### src/rtl/eos_mq.sv
// ---------------------------------------------------------------------------
// eos_mq -- egress scheduler with NQ strict-priority metadata queues.
//
// Each queue is a DEPTH-entry FIFO of MD_W-bit descriptors. A queue may be
// served when it holds data and its time-slot gate is open. Queue RL_Q must
// also have enough token-bucket credit. A three-state FSM (IDLE/ISSUE/WAIT)
// pops the lowest-index eligible queue, presents the descriptor with a
// one-cycle strobe, and then waits for the downstream "packet done" pulse.
//
// Ports
//   clk, rst_n        clock (rising edge), asynchronous active-low reset
//   in_md/in_qid      descriptor and target queue, written when in_md_wr=1
//   in_gate_mask      per-queue gate-open bits
//   in_rl_inc/cost    credit added per cycle / consumed per RL_Q dequeue
//   in_rl_max         credit saturation ceiling
//   in_out_ready      downstream can take a descriptor
//   in_pkt_done       last issued packet has left (only honoured in WAIT)
//   out_md/out_md_wr  issued descriptor and its one-cycle strobe
//   out_used_cnt      packed occupancy, queue i at [i*CW +: CW]
//   out_in_cnt        accepted writes
//   out_out_cnt       issued descriptors
//   out_drop_cnt      dropped writes
// ---------------------------------------------------------------------------
module eos_mq #(
    parameter int NQ    = 4,
    parameter int MD_W  = 8,
    parameter int DEPTH = 16,
    parameter int RL_Q  = 2
) (
    input  logic                                 clk,
    input  logic                                 rst_n,
    input  logic [MD_W-1:0]                      in_md,
    input  logic [$clog2(NQ)-1:0]                in_qid,
    input  logic                                 in_md_wr,
    input  logic [NQ-1:0]                        in_gate_mask,
    input  logic [15:0]                          in_rl_inc,
    input  logic [15:0]                          in_rl_cost,
    input  logic [31:0]                          in_rl_max,
    input  logic                                 in_out_ready,
    input  logic                                 in_pkt_done,
    output logic [MD_W-1:0]                      out_md,
    output logic                                 out_md_wr,
    output logic [NQ*($clog2(DEPTH)+1)-1:0]      out_used_cnt,
    output logic [63:0]                          out_in_cnt,
    output logic [63:0]                          out_out_cnt,
    output logic [63:0]                          out_drop_cnt
);

    localparam int QW = $clog2(NQ);
    localparam int PW = $clog2(DEPTH);
    localparam int CW = PW + 1;

    typedef enum logic [1:0] {
        S_IDLE,
        S_ISSUE,
        S_WAIT
    } state_t;

    state_t              state_q, state_d;

    logic [MD_W-1:0]     mem_q    [NQ][DEPTH];
    logic [PW-1:0]       wr_ptr_q [NQ];
    logic [PW-1:0]       rd_ptr_q [NQ];
    logic [CW-1:0]       cnt_q    [NQ];

    logic [31:0]         credit_q, credit_d;
    logic [MD_W-1:0]     md_q;
    logic [63:0]         in_cnt_q, out_cnt_q, drop_cnt_q;

    logic [NQ-1:0]       elig;
    logic                any_elig;
    logic [QW-1:0]       sel;
    logic                pop_en;
    logic [NQ-1:0]       pop_vec;
    logic [NQ-1:0]       wr_vec;
    logic                qid_ok;
    logic                wr_acc;
    logic                wr_drop;

    // -----------------------------------------------------------------------
    // Eligibility and strict-priority selection (lowest index wins)
    // -----------------------------------------------------------------------
    always_comb begin
        // NOTE: every comb output gets a default first so no path leaves it
        // unassigned, which would otherwise infer a latch.
        elig     = '0;
        any_elig = 1'b0;
        sel      = '0;
        for (int i = 0; i < NQ; i++) begin
            elig[i] = (cnt_q[i] != '0) && in_gate_mask[i] &&
                      ((i != RL_Q) || (credit_q >= {16'b0, in_rl_cost}));
        end
        // Scan downward so the last hit is the lowest eligible index.
        for (int i = NQ - 1; i >= 0; i--) begin
            if (elig[i]) begin
                sel      = QW'(i);
                any_elig = 1'b1;
            end
        end
    end

    always_comb begin
        pop_vec = '0;
        for (int i = 0; i < NQ; i++) begin
            pop_vec[i] = pop_en && (sel == QW'(i));
        end
    end

    // -----------------------------------------------------------------------
    // Write acceptance: a full queue still accepts when it is popped in the
    // same cycle, since a slot frees up at the same edge.
    // -----------------------------------------------------------------------
    always_comb begin
        qid_ok = int'(in_qid) < NQ;
        wr_vec = '0;
        for (int i = 0; i < NQ; i++) begin
            wr_vec[i] = in_md_wr && qid_ok && (in_qid == QW'(i)) &&
                        ((cnt_q[i] != CW'(DEPTH)) || pop_vec[i]);
        end
        wr_acc  = |wr_vec;
        wr_drop = in_md_wr && !wr_acc;
    end

    // -----------------------------------------------------------------------
    // Token bucket: add, saturate at the ceiling, then subtract the cost of a
    // dequeue from RL_Q, clamping at zero.
    // -----------------------------------------------------------------------
    always_comb begin
        logic [32:0] sum;
        logic [31:0] sat;
        sum = {1'b0, credit_q} + {17'b0, in_rl_inc};
        sat = (sum > {1'b0, in_rl_max}) ? in_rl_max : sum[31:0];
        credit_d = sat;
        if (pop_vec[RL_Q]) begin
            credit_d = (sat >= {16'b0, in_rl_cost}) ? (sat - {16'b0, in_rl_cost}) : '0;
        end
    end

    // -----------------------------------------------------------------------
    // FSM: state register / next state / outputs
    // -----------------------------------------------------------------------
    always_ff @(posedge clk or negedge rst_n) begin
        // NOTE: sequential state uses non-blocking assignments so every
        // register samples pre-edge values regardless of process order.
        if (!rst_n) state_q <= S_IDLE;
        else        state_q <= state_d;
    end

    always_comb begin
        state_d = state_q;
        case (state_q)
            S_IDLE:  if (in_out_ready && any_elig) state_d = S_ISSUE;
            S_ISSUE: state_d = S_WAIT;
            S_WAIT:  if (in_pkt_done) state_d = S_IDLE;
            default: state_d = S_IDLE;
        endcase
    end

    always_comb begin
        pop_en    = (state_q == S_IDLE) && in_out_ready && any_elig;
        out_md_wr = (state_q == S_ISSUE);
    end

    // -----------------------------------------------------------------------
    // FIFO storage
    // -----------------------------------------------------------------------
    // NOTE: the storage array is deliberately not reset; clearing pointers and
    // counts empties every queue, and stale entries are never read.
    always_ff @(posedge clk) begin
        for (int i = 0; i < NQ; i++) begin
            if (wr_vec[i]) mem_q[i][wr_ptr_q[i]] <= in_md;
        end
    end

    always_ff @(posedge clk or negedge rst_n) begin
        if (!rst_n) begin
            for (int i = 0; i < NQ; i++) begin
                wr_ptr_q[i] <= '0;
                rd_ptr_q[i] <= '0;
                cnt_q[i]    <= '0;
            end
        end else begin
            for (int i = 0; i < NQ; i++) begin
                if (wr_vec[i])  wr_ptr_q[i] <= wr_ptr_q[i] + PW'(1);
                if (pop_vec[i]) rd_ptr_q[i] <= rd_ptr_q[i] + PW'(1);
                cnt_q[i] <= cnt_q[i] + CW'(wr_vec[i]) - CW'(pop_vec[i]);
            end
        end
    end

    // -----------------------------------------------------------------------
    // Issue register, credit and statistics
    // -----------------------------------------------------------------------
    always_ff @(posedge clk or negedge rst_n) begin
        if (!rst_n) begin
            md_q       <= '0;
            credit_q   <= '0;
            in_cnt_q   <= '0;
            out_cnt_q  <= '0;
            drop_cnt_q <= '0;
        end else begin
            // The read sees the pre-edge entry even if the same slot is
            // rewritten at this edge (full queue, simultaneous write).
            if (pop_en) md_q <= mem_q[sel][rd_ptr_q[sel]];
            credit_q   <= credit_d;
            in_cnt_q   <= in_cnt_q   + 64'(wr_acc);
            out_cnt_q  <= out_cnt_q  + 64'(out_md_wr);
            drop_cnt_q <= drop_cnt_q + 64'(wr_drop);
        end
    end

    always_comb begin
        out_used_cnt = '0;
        for (int i = 0; i < NQ; i++) begin
            out_used_cnt[i*CW +: CW] = cnt_q[i];
        end
    end

    assign out_md       = md_q;
    assign out_in_cnt   = in_cnt_q;
    assign out_out_cnt  = out_cnt_q;
    assign out_drop_cnt = drop_cnt_q;

endmodule

### config.mk
export PLATFORM = sky130hd
export DESIGN_NAME = eos_mq
export DESIGN_NICKNAME = d
export VERILOG_FILES = /design/src/rtl/eos_mq.sv
export SDC_FILE = /design/constraint.sdc
export NUM_CORES = 1
export LEC_CHECK = 0
export BUFFER_PORTS_ARGS = -buffer_cell sky130_fd_sc_hd__buf_2
export CAP_MARGIN = 20
export CORE_MARGIN = 1
export CORE_UTILIZATION = 60
export DETAILED_ROUTE_END_ITERATION = 8
export GPL_TIMING_DRIVEN = 0
export MAX_ROUTING_LAYER = met4
export PLACE_DENSITY_LB_ADDON = 0.1
export SYNTH_ARGS = -nofsm -noshare
export SYNTH_HDL_FRONTEND = slang
export SYNTH_SLANG_ARGS = --single-unit
### constraint.sdc
create_clock -name clk -period 9.9 [get_ports clk]
set_input_delay 2.475 -clock clk [delete_from_list [all_inputs] [get_ports clk]]
set_output_delay 2.475 -clock clk [all_outputs]
set_load 0.01 [all_outputs]
=== Yosys cells after proc, flatten, opt, wreduce, memory -nomap -nowiden ===
Memory sizes are Yosys's and may differ from the RTL's.
Index checks and enable logic that the tools add are counted.
W data, S select, Z words.

* Bits in registers: 286
* Memory bits (writable): 512
* Input bits: 83
* Word-level logic and storage cells: 160
* Memories kept: 1

* $add $sub $neg: 21
* Order comparisons: 13
* Equality and inequality tests: 14
* Multiplexer cells: 45
* Bitwise gates (word level): 6
* Reductions and logical operators: 42

{| class="wikitable"
|+ Memory list
! memory !! depth !! bits a word !! rd ports !! clocked after Yosys merged registers in !! write ports !! line !! source
|-
| mem_q || 4 || 128 || 1 || 0 || 1 || 61 || <nowiki>logic [MD_W-1:0] mem_q [NQ][DEPTH];</nowiki>
|}

{| class="wikitable"
|+ Operators by type and width
! cell !! count
|-
| $mux W128 || 10
|-
| $reduce_or A128 Y1 || 3
|-
| $add A64 B1 Y64 || 3
|-
| $demux W8 S4 || 4
|-
| $mux W32 || 3
|-
| $ge A32 B16 Y1 || 2
|-
| $mux W8 || 6
|-
| $add A32 B16 Y33 || 1
|-
| $gt A33 B32 Y1 || 1
|-
| $add A4 B1 Y4 const B || 8
|-
| $bmux W8 S4 || 1
|-
| $sub A32 B16 Y32 || 1
|-
| $ge A5 B5 Y1 const B || 5
|-
| $logic_and A1 B1 Y1 || 25
|-
| $not A4 Y5 || 5
|-
| $add A5 B1 Y5 || 4
|-
| $lt A5 B1 Y1 const B || 4
|-
| $ne A5 B5 Y1 const B || 4
|-
| $reduce_bool A5 Y1 || 4
|-
| $sub A5 B1 Y5 || 4
|-
| $mux W2 || 9
|-
| $eq A2 B2 Y1 const B || 5
|-
| $bmux W4 S2 || 1
|-
| $mux W1 || 8
|-
| other kinds (11) || 20
|}

=== Longest topological paths before layout ===
Gate-level depths: netlist of run 1.

* Depth after elaboration: 16
* Gate-level depth with buffers: 35

=== Worst setup path before layout of run 1 ===
Ideal clock, no wire load.

* Kind: input-to-reg
* Start point: input port in_rl_inc[0]
* End point: register credit_q[21]
* Setup time: 66 ps
* Arrival: 9553 ps
* Data required time: 9834 ps
* Path slack: 281 ps
* Cell stages on the path: 33
* Buffers on the path: 4
* Cell sequence: ha_1 > fa_1 > a21oi_1 > o21ai_0 > a21oi_1 > o211ai_1 > buf_2 > nand4_1 > xor2_1 > inv_1 > ha_1 > nand4_1 > or4_1 > or3b_1 > a22oi_4 > and2_1 > clkbuf_2 > buf_2 > clkbuf_1 > nand2_1 > o21ai_0 > ha_1 > nor2b_1 > o31ai_1 > a21o_1 > a21oi_1 > o21ai_0 > o21ai_0 > a2111oi_4 > nand3_1 > or4_1 > nand2_1 > a22o_1

* Word-level cells in the longest chain between the ends: 6

{| class="wikitable"
|+ RTL lines
! what !! line !! source
|-
| start, declared || 36 || <nowiki>input logic [15:0] in_rl_inc,</nowiki>
|-
| $add A32 B16 Y33 * || 131 || <nowiki>sum = {1'b0, credit_q} + {17'b0, in_rl_inc};</nowiki>
|-
| $gt A33 B32 Y1 || 132 || <nowiki>sat = (sum > {1'b0, in_rl_max}) ? in_rl_max : sum[31:0];</nowiki>
|-
| $mux W32 * || 132 ||
|-
| $sub A32 B16 Y32 or $ge A32 B16 Y1 (tied branches) || 135 || <nowiki>credit_d = (sat >= {16'b0, in_rl_cost}) ? (sat - {16'b0, in_rl_cost}) : '0;</nowiki>
|-
| $mux W32 || 135 ||
|-
| $mux W32 * || 134 || <nowiki>if (pop_vec[RL_Q]) begin</nowiki>
|-
| via credit_d[21] || 66 || <nowiki>logic [31:0] credit_q, credit_d;</nowiki>
|-
| end signal, assigned || 205 || <nowiki>credit_q <= credit_d;</nowiki>
|-
| end, declared || 66 ||
|}

Mark *: on every way through the listed nets, which the timed path passes. The rest lies on a longest branch.
A chain may end at the register's enable or synchronous reset.

=== Final worst setup path of run 1 ===
Ends and elaborated chain as after synthesis.

==> results of run 1 <==
-- worst max-delay path: cells and delay by family --
kind	cells	cell delay (ps)
buf+inv	7	1110
fa+ha+maj	4	1270
xor+xnor	1	190
compound gates	13	2700
simple gates	10	2430
-- cell usage in the layout (no fill, tap or decap), types with 110 or more instances in the layout --
cell type and count:
buf_2 332, xnor2_1 206, nand2_1 321, edfxtp_1 512, a21oi_1 147, a221oi_1 110, inv_1 120, nor2_1 219
ha_1 130, dfrtp_1 286
-- stage by stage --
step	cell area, um2	setup WS (ps)
after floorplan	36700	281
after global placement	39200	-1760
after detailed placement	39300	-1760
after CTS	42000	28.0
after global routing	42300	-89.7
final	42300	275
-- power breakdown --
| part | internal [uW] | leakage (uW) | total, uW | switching, uW |
|---|---|---|---|---|
| logic | 1580 | 0.00767 | 4280 | 2700 |
| registers | 3840 | 0.00837 | 4120 | 282 |
| clock network | 1700 | 0.00128 | 3040 | 1340 |
| total | 7120 | 0.0173 | 11400 | 4320 |
-- repair_timing --
action	in CTS	in global routing
resized for setup	15	25
setup buffers	3	7
pin swaps	5	8
endpoints found under the setup margin	32	30
-- cell usage after synthesis (all sizes together) (17+ instances only) --
library cell | instances | area (um2)
edfxtp | 512 | 15400
ha | 130 | 1630
xnor2 | 208 | 1820
clkbuf | 59 | 223
a221oi | 112 | 981
and4 | 27 | 236
o21ai | 64 | 335
buf | 50 | 254
nand3 | 107 | 536
mux2i | 52 | 521
o22ai | 17 | 106
a21oi | 152 | 764
xor2 | 71 | 622
nor3 | 52 | 270
nand2 | 324 | 1230
dfrtp | 286 | 7160
nor4 | 28 | 175
a21o | 24 | 180
nor2 | 219 | 822
and3 | 43 | 269
and2 | 47 | 294
o221ai | 17 | 155
inv | 122 | 458
nand4 | 67 | 419
-- worst paths after layout --
check	startpoint	endpoint	cells past startpoint
setup / recovery	in_rl_inc[0]	credit_q[21]	35
hold / removal	out_out_cnt[63]	out_out_cnt[63]	1
setup reg to reg	credit_q[11]	credit_q[21]	34
hold reg to reg	out_out_cnt[63]	out_out_cnt[63]	1
max in group asynchronous	rst_n	wr_ptr_q[1]	2
min in group asynchronous	rst_n	out_drop_cnt[33]	1
-- registers in the layout, indices dropped and copies added (netlist names) --
register and count:
mem_q 512, out_drop_cnt 64, out_in_cnt 64, out_out_cnt 64, credit_q 32, out_used_cnt 20
rd_ptr_q 16, wr_ptr_q 16, out_md 8, state_q 2
-- cells by family (layout without fill, tap and decap cells) --
family          after synthesis  in the layout  synth area share
buf+inv                     232            718            0.0256
compound gates              510            510            0.0982
xor+xnor                    279            279            0.0666
other cells                   0              3                 0
mux                          68             68            0.0191
fa+ha+maj                   136            136            0.0476
flops                       798            798             0.614
simple gates                977            977             0.128
-- layer usage --
metal / wire, um / up-vias / track usage
met5: 0 / - / -
met4: 5100 / 0 / 0.161
met3: 11200 / 320 / 0.0665
met2: 51800 / 1592 / 0.563
met1: 42200 / 13419 / 0.474
li1: - / 11936 / -
-- area by class of cell --
type                    count  area (um2)  area share
diodes                      3        7.51    0.000177
plain buffers             109         500      0.0118
clock buffers             113        2270      0.0535
clock inverters            38         377     0.00889
inverters                 123         462      0.0109
multi-input cells        1970       13300       0.315
flip-flops and latches    798       22500       0.532
well taps                 782         978      0.0231
repair buffers            335        1890      0.0445
==> impl_metrics.yaml, run 1 <==
sta:
  rsz0062_at_grt: "true"
  finalSetupViolCount: 0
  fin_crit_ps: 9630
  fin_crit_sh: 0.972
  drv_slew: 0
  max_freq_ghz: 0.104
  worstMarginPinSlew_ps: 1240
  holdWs_ps: 465
  fin_setup_tns_ps: 0
  slew_headroom: 0.171
  final_hold_viol_count: 0
  fin_worst_skew_ps: 31.4
critical_path:
  worstSetupEndpointType: "flip-flop"
  critical_path_class: "input pin to flip-flop"
  critPathArrivalTime_ps: 10190
  required_ps: 10470
  crit_path_start_kind: "input pin"
  r2r_slack_ps: 1770
  critical_path.max_stage_delay_ps: 530
  slowest_stage: "or4_1"
  crit_fanout: 10
clock_network:
  clockBufferDepth: 3
  insertion_delay_ps: 650
  holdBufCountCts: 0
  cts_made_buffers: 81
  root_buffer: "clkbuf_16"
  clk_pin_slew_worst_paths_ps: 60
  cts_max_level: 3
  cts_sinks: 798
  cts_tree: "done"
yosys:
  synth_edf_count: 512
  syn_avg_cell_area_um2: 12.2
  synth_warnings: 0
  synth_area_um2: 36700
  async_flop_share: 0.358
  synth_cell_types: 90
  synth_nets: 3219
  yosysSeqAreaShare: 0.614
  synth-seq-cells: 798
  synthCells: 3000
  synth_flop_cell: "edfxtp_1"
floorplanning:
  num_rows: 90
  die_w_um: 249
  dieArea_um2: 62100
  boundaryPins: 304
  core_area_um2: 60400
  start_util: 0.608
  die_h_um: 249
drt:
  firstDrtPassIters: 6
  drt-total-wl_um: 110000
  first_iter_violations: 3330
  vias_per_cell: 6.38
  wire_per_inst_um: 25.8
  detail-route-antenna-nets: 0
  num_vias: 27267
  remaining_drc_errors: 0
min_path:
  min_path_type: "flip-flop to flip-flop"
power:
  ir_drop_v: 0.000246
  powerDensity_nw_per_um2: 270
  p_leak_uw: 0.0173
  power_uw: 11400
global_route:
  grt_pass1_wl_um: 164000
  grt_max_degree: 98
  track_usage: 0.364
  grt_pass1_vias: 26642
  antenna_found_initial: 7
  grt_overflow_total: 0
placed_design:
  place_congestion: 0.975
  place_hpwl_um: 78700
  numPortBuffers: 303
  placed_cells: 4095
layout:
  areaGrowthSynthToFinish_pct: 15.5
  stdcell_count: 4271
  drive_gt1_frac: 0.161
  num-fill-cells: 4345
  utilization: 0.702
  nNetsFinal: 3637
run_status:
  run_status: "finished clean"
run:
  maxCapViolations: 0
No activity file was read; power rests on OpenSTA's default activity.
==> run 2, diff against run 1 <==
--- a/config.mk
+++ b/config.mk
@@ -5,12 +5,12 @@
 export SDC_FILE = /design/constraint.sdc
 export NUM_CORES = 1
 export LEC_CHECK = 0
+export ABC_AREA = 1
 export BUFFER_PORTS_ARGS = -buffer_cell sky130_fd_sc_hd__buf_2
 export CAP_MARGIN = 20
 export CORE_MARGIN = 1
-export CORE_UTILIZATION = 60
+export CORE_UTILIZATION = 61
 export DETAILED_ROUTE_END_ITERATION = 8
-export GPL_TIMING_DRIVEN = 0
 export MAX_ROUTING_LAYER = met4
 export PLACE_DENSITY_LB_ADDON = 0.1
 export SYNTH_ARGS = -nofsm -noshare
==> run 2 against run 1 <==
Against the previous run: wire length down 3.0%; global-route usage shrank 3.1 points; fmax grew 8.9%; sequential power is essentially flat; clock skew increased by 19 ps; clock power rose by 4%; die area is 7.6% higher; total power fell by 0.85%; final cell count rose by 31%; non-clock buffer count down 107; worst hold slack is essentially flat.
==> impl_metrics.yaml, run 2 <==
sta:
  rsz0062_at_grt: "false"
  fin_crit_ps: 8840
  worstMarginPinSlew_ps: 1030
  fin_crit_sh: 0.893
  setup_slack_ps: 1060
  slew_headroom: 0.308
  finalSetupViolCount: 0
  drv_slew: 0
  fin_worst_skew_ps: 50.2
  max_freq_ghz: 0.113
  fin_setup_tns_ps: 0
  holdWs_ps: 465
  final_hold_viol_count: 0
yosys:
  synth_area_um2: 40200
  netlist_top_cells_area: "edfxtp_1 (38%), dfrtp_1 (18%), nand2_1 (11%), inv_1 (5.2%), nand3_1 (4.8%)"
  yosysMostFrequentCell: "nand2_1"
  synth_cell_types: 55
  async_flop_share: 0.358
  synth_top_area_frac: 0.383
  yosys-top-cells-count: "nand2_1 (1,154), inv_1 (551), edfxtp_1 (512), nor2_1 (427), nand3_1 (388)"
  synth_edf_count: 512
  synth-seq-cells: 798
  synth_flop_cell: "edfxtp_1"
  yosysTopAreaCell: "edfxtp_1"
  synth_nets: 4560
  syn_avg_cell_area_um2: 9.25
  yosysSeqAreaShare: 0.561
  synthCells: 4341
  synth_warnings: 0
placed_design:
  pre_cts_slack_ps: 606
  numPortBuffers: 303
  place_congestion: 0.946
  place_hpwl_um: 72000
drt:
  drt-total-wl_um: 107000
  remaining_drc_errors: 0
  first_iter_violations: 3256
  detail-route-antenna-nets: 0
  num_vias: 31023
  firstDrtPassIters: 6
  vias_per_cell: 5.56
  wire_per_inst_um: 19.2
clock_network:
  root_buffer: "clkbuf_16"
  cts_tree: "done"
  post_cts_resized: 0
  holdBufCountCts: 0
  cts_sinks: 798
  cts_setup_buffers: 0
  clk_pin_slew_worst_paths_ps: 60
  cts_made_buffers: 85
  clockBufferDepth: 3
  insertion_delay_ps: 650
  cts_max_level: 3
min_path:
  min_path_type: "flip-flop to flip-flop"
  hold_depth: 1
power:
  p_leak_uw: 0.0209
  powerDensity_nw_per_um2: 250
  ir_drop_v: 0.000213
global_route:
  grt_overflow_total: 0
  grt_pass1_wl_um: 166000
  track_usage: 0.333
  grt_pass1_vias: 29693
  grt_max_degree: 130
  antenna_found_initial: 4
floorplanning:
  die_w_um: 259
  dieArea_um2: 66900
  die_h_um: 259
  core_area_um2: 64700
  num_rows: 93
  start_util: 0.621
  boundaryPins: 304
layout:
  nNetsFinal: 4868
  areaGrowthSynthToFinish_pct: 12.9
  num-fill-cells: 5000
  layout_common_cells: "nand2_1 (1,152), inv_1 (550), edfxtp_1 (512)"
  largest_reg_flops: 512
  final_common_cell: "nand2_1"
  drive_gt1_frac: 0.114
critical_path:
  slowest_stage: "fa_1"
  worstRegToRegCells: 38
  crit_fanout: 34
  worstSetupEndpointType: "flip-flop"
  critical_path_class: "input pin to flip-flop"
  critical_path.max_stage_delay_ps: 410
  critPathArrivalTime_ps: 9310
  crit_path_start_kind: "input pin"
  required_ps: 10370
  path_common_cell: "nand2_1"
run_status:
  run_status: "finished clean"
run:
  maxCapViolations: 0
## run 2: changes by cell type after synthesis, moves of 89 or more
cell,delta
a21oi_1,-89
a221oi_1,-112
inv_1,+431
nand2_1,+832
nand3_1,+281
nor2_1,+208
xnor2_1,-141
xor2_1,+115
## run 2: report_power, final
part	leakage (uW)	switching [uW]	internal, uW	total [uW]
clock network	0.00135	1320	1850	3170
registers	0.00818	266	3840	4110
logic	0.0113	2790	1270	4060
## run 2: area by class of cell
cell class                 count  area [um2]  share of cell area
sequential                   798       22500               0.497
multi-input combinational   2860       15000               0.331
clock buffer                 119        2390              0.0526
inverter                     567        2130              0.0469
timing repair buffer         337        1790              0.0396
tap                          855        1070              0.0236
clock inverter                37         403             0.00888
antenna                        4        10.0            0.000221
## run 2: stage by stage
step | power [uW] | util | area [um2] | cells
finish | 11300 | 0.701 | 45300 | 5577
floorplan | 6840 | - | 40200 | 4341
CTS | 11300 | 0.701 | 45300 | 5573
global route | 12000 | 0.701 | 45300 | 5577
global placement | 8080 | 0.658 | 42500 | 5417
detailed placement | 8130 | 0.658 | 42500 | 5417
## run 2: worst max-delay path, delay by kind of cell
kind	cells	cell delay, ps
buffers and inverters	3	400
adder cells (fa/ha/maj)	5	1600
AND/OR/NAND/NOR	24	3220
XOR/XNOR	1	160
AO/OA/AOI/OAI	6	1440
## run 2: cell families (layout without fill, tap and decap cells)
kind of cell,count (synthesis),in the layout,synth area share
AOI/OAI and AO/OA,160,160,0.0223
xor gates and xnor gates,253,253,0.0552
adders and majority gates,136,136,0.0435
buffers and inverters,683,1060,0.0663
DFF,798,798,0.561
other,0,4,0
and+or+nand+nor,2311,2311,0.252
## run 2: worst paths after layout
check	start	end	slack, ps
max	in_rl_inc[0]	credit_q[9]	1060
min reg2reg	out_out_cnt[63]	out_out_cnt[63]	470
max in group asynchronous	rst_n	out_used_cnt[18]	6640
min in group asynchronous	rst_n	credit_q[1]	1800
min	out_out_cnt[63]	out_out_cnt[63]	470
max reg2reg	credit_q[0]	credit_q[9]	2570
## run 2: layer usage
| layer | track usage | up-vias | part of all wire |
|---|---|---|---|
| li1 | - | 14852 | - |
| met1 | 0.455 | 14631 | 0.42 |
| met2 | 0.515 | 1315 | 0.47 |
| met3 | 0.0509 | 225 | 0.086 |
| met4 | 0.107 | 0 | 0.029 |
| met5 | - | - | 0 |
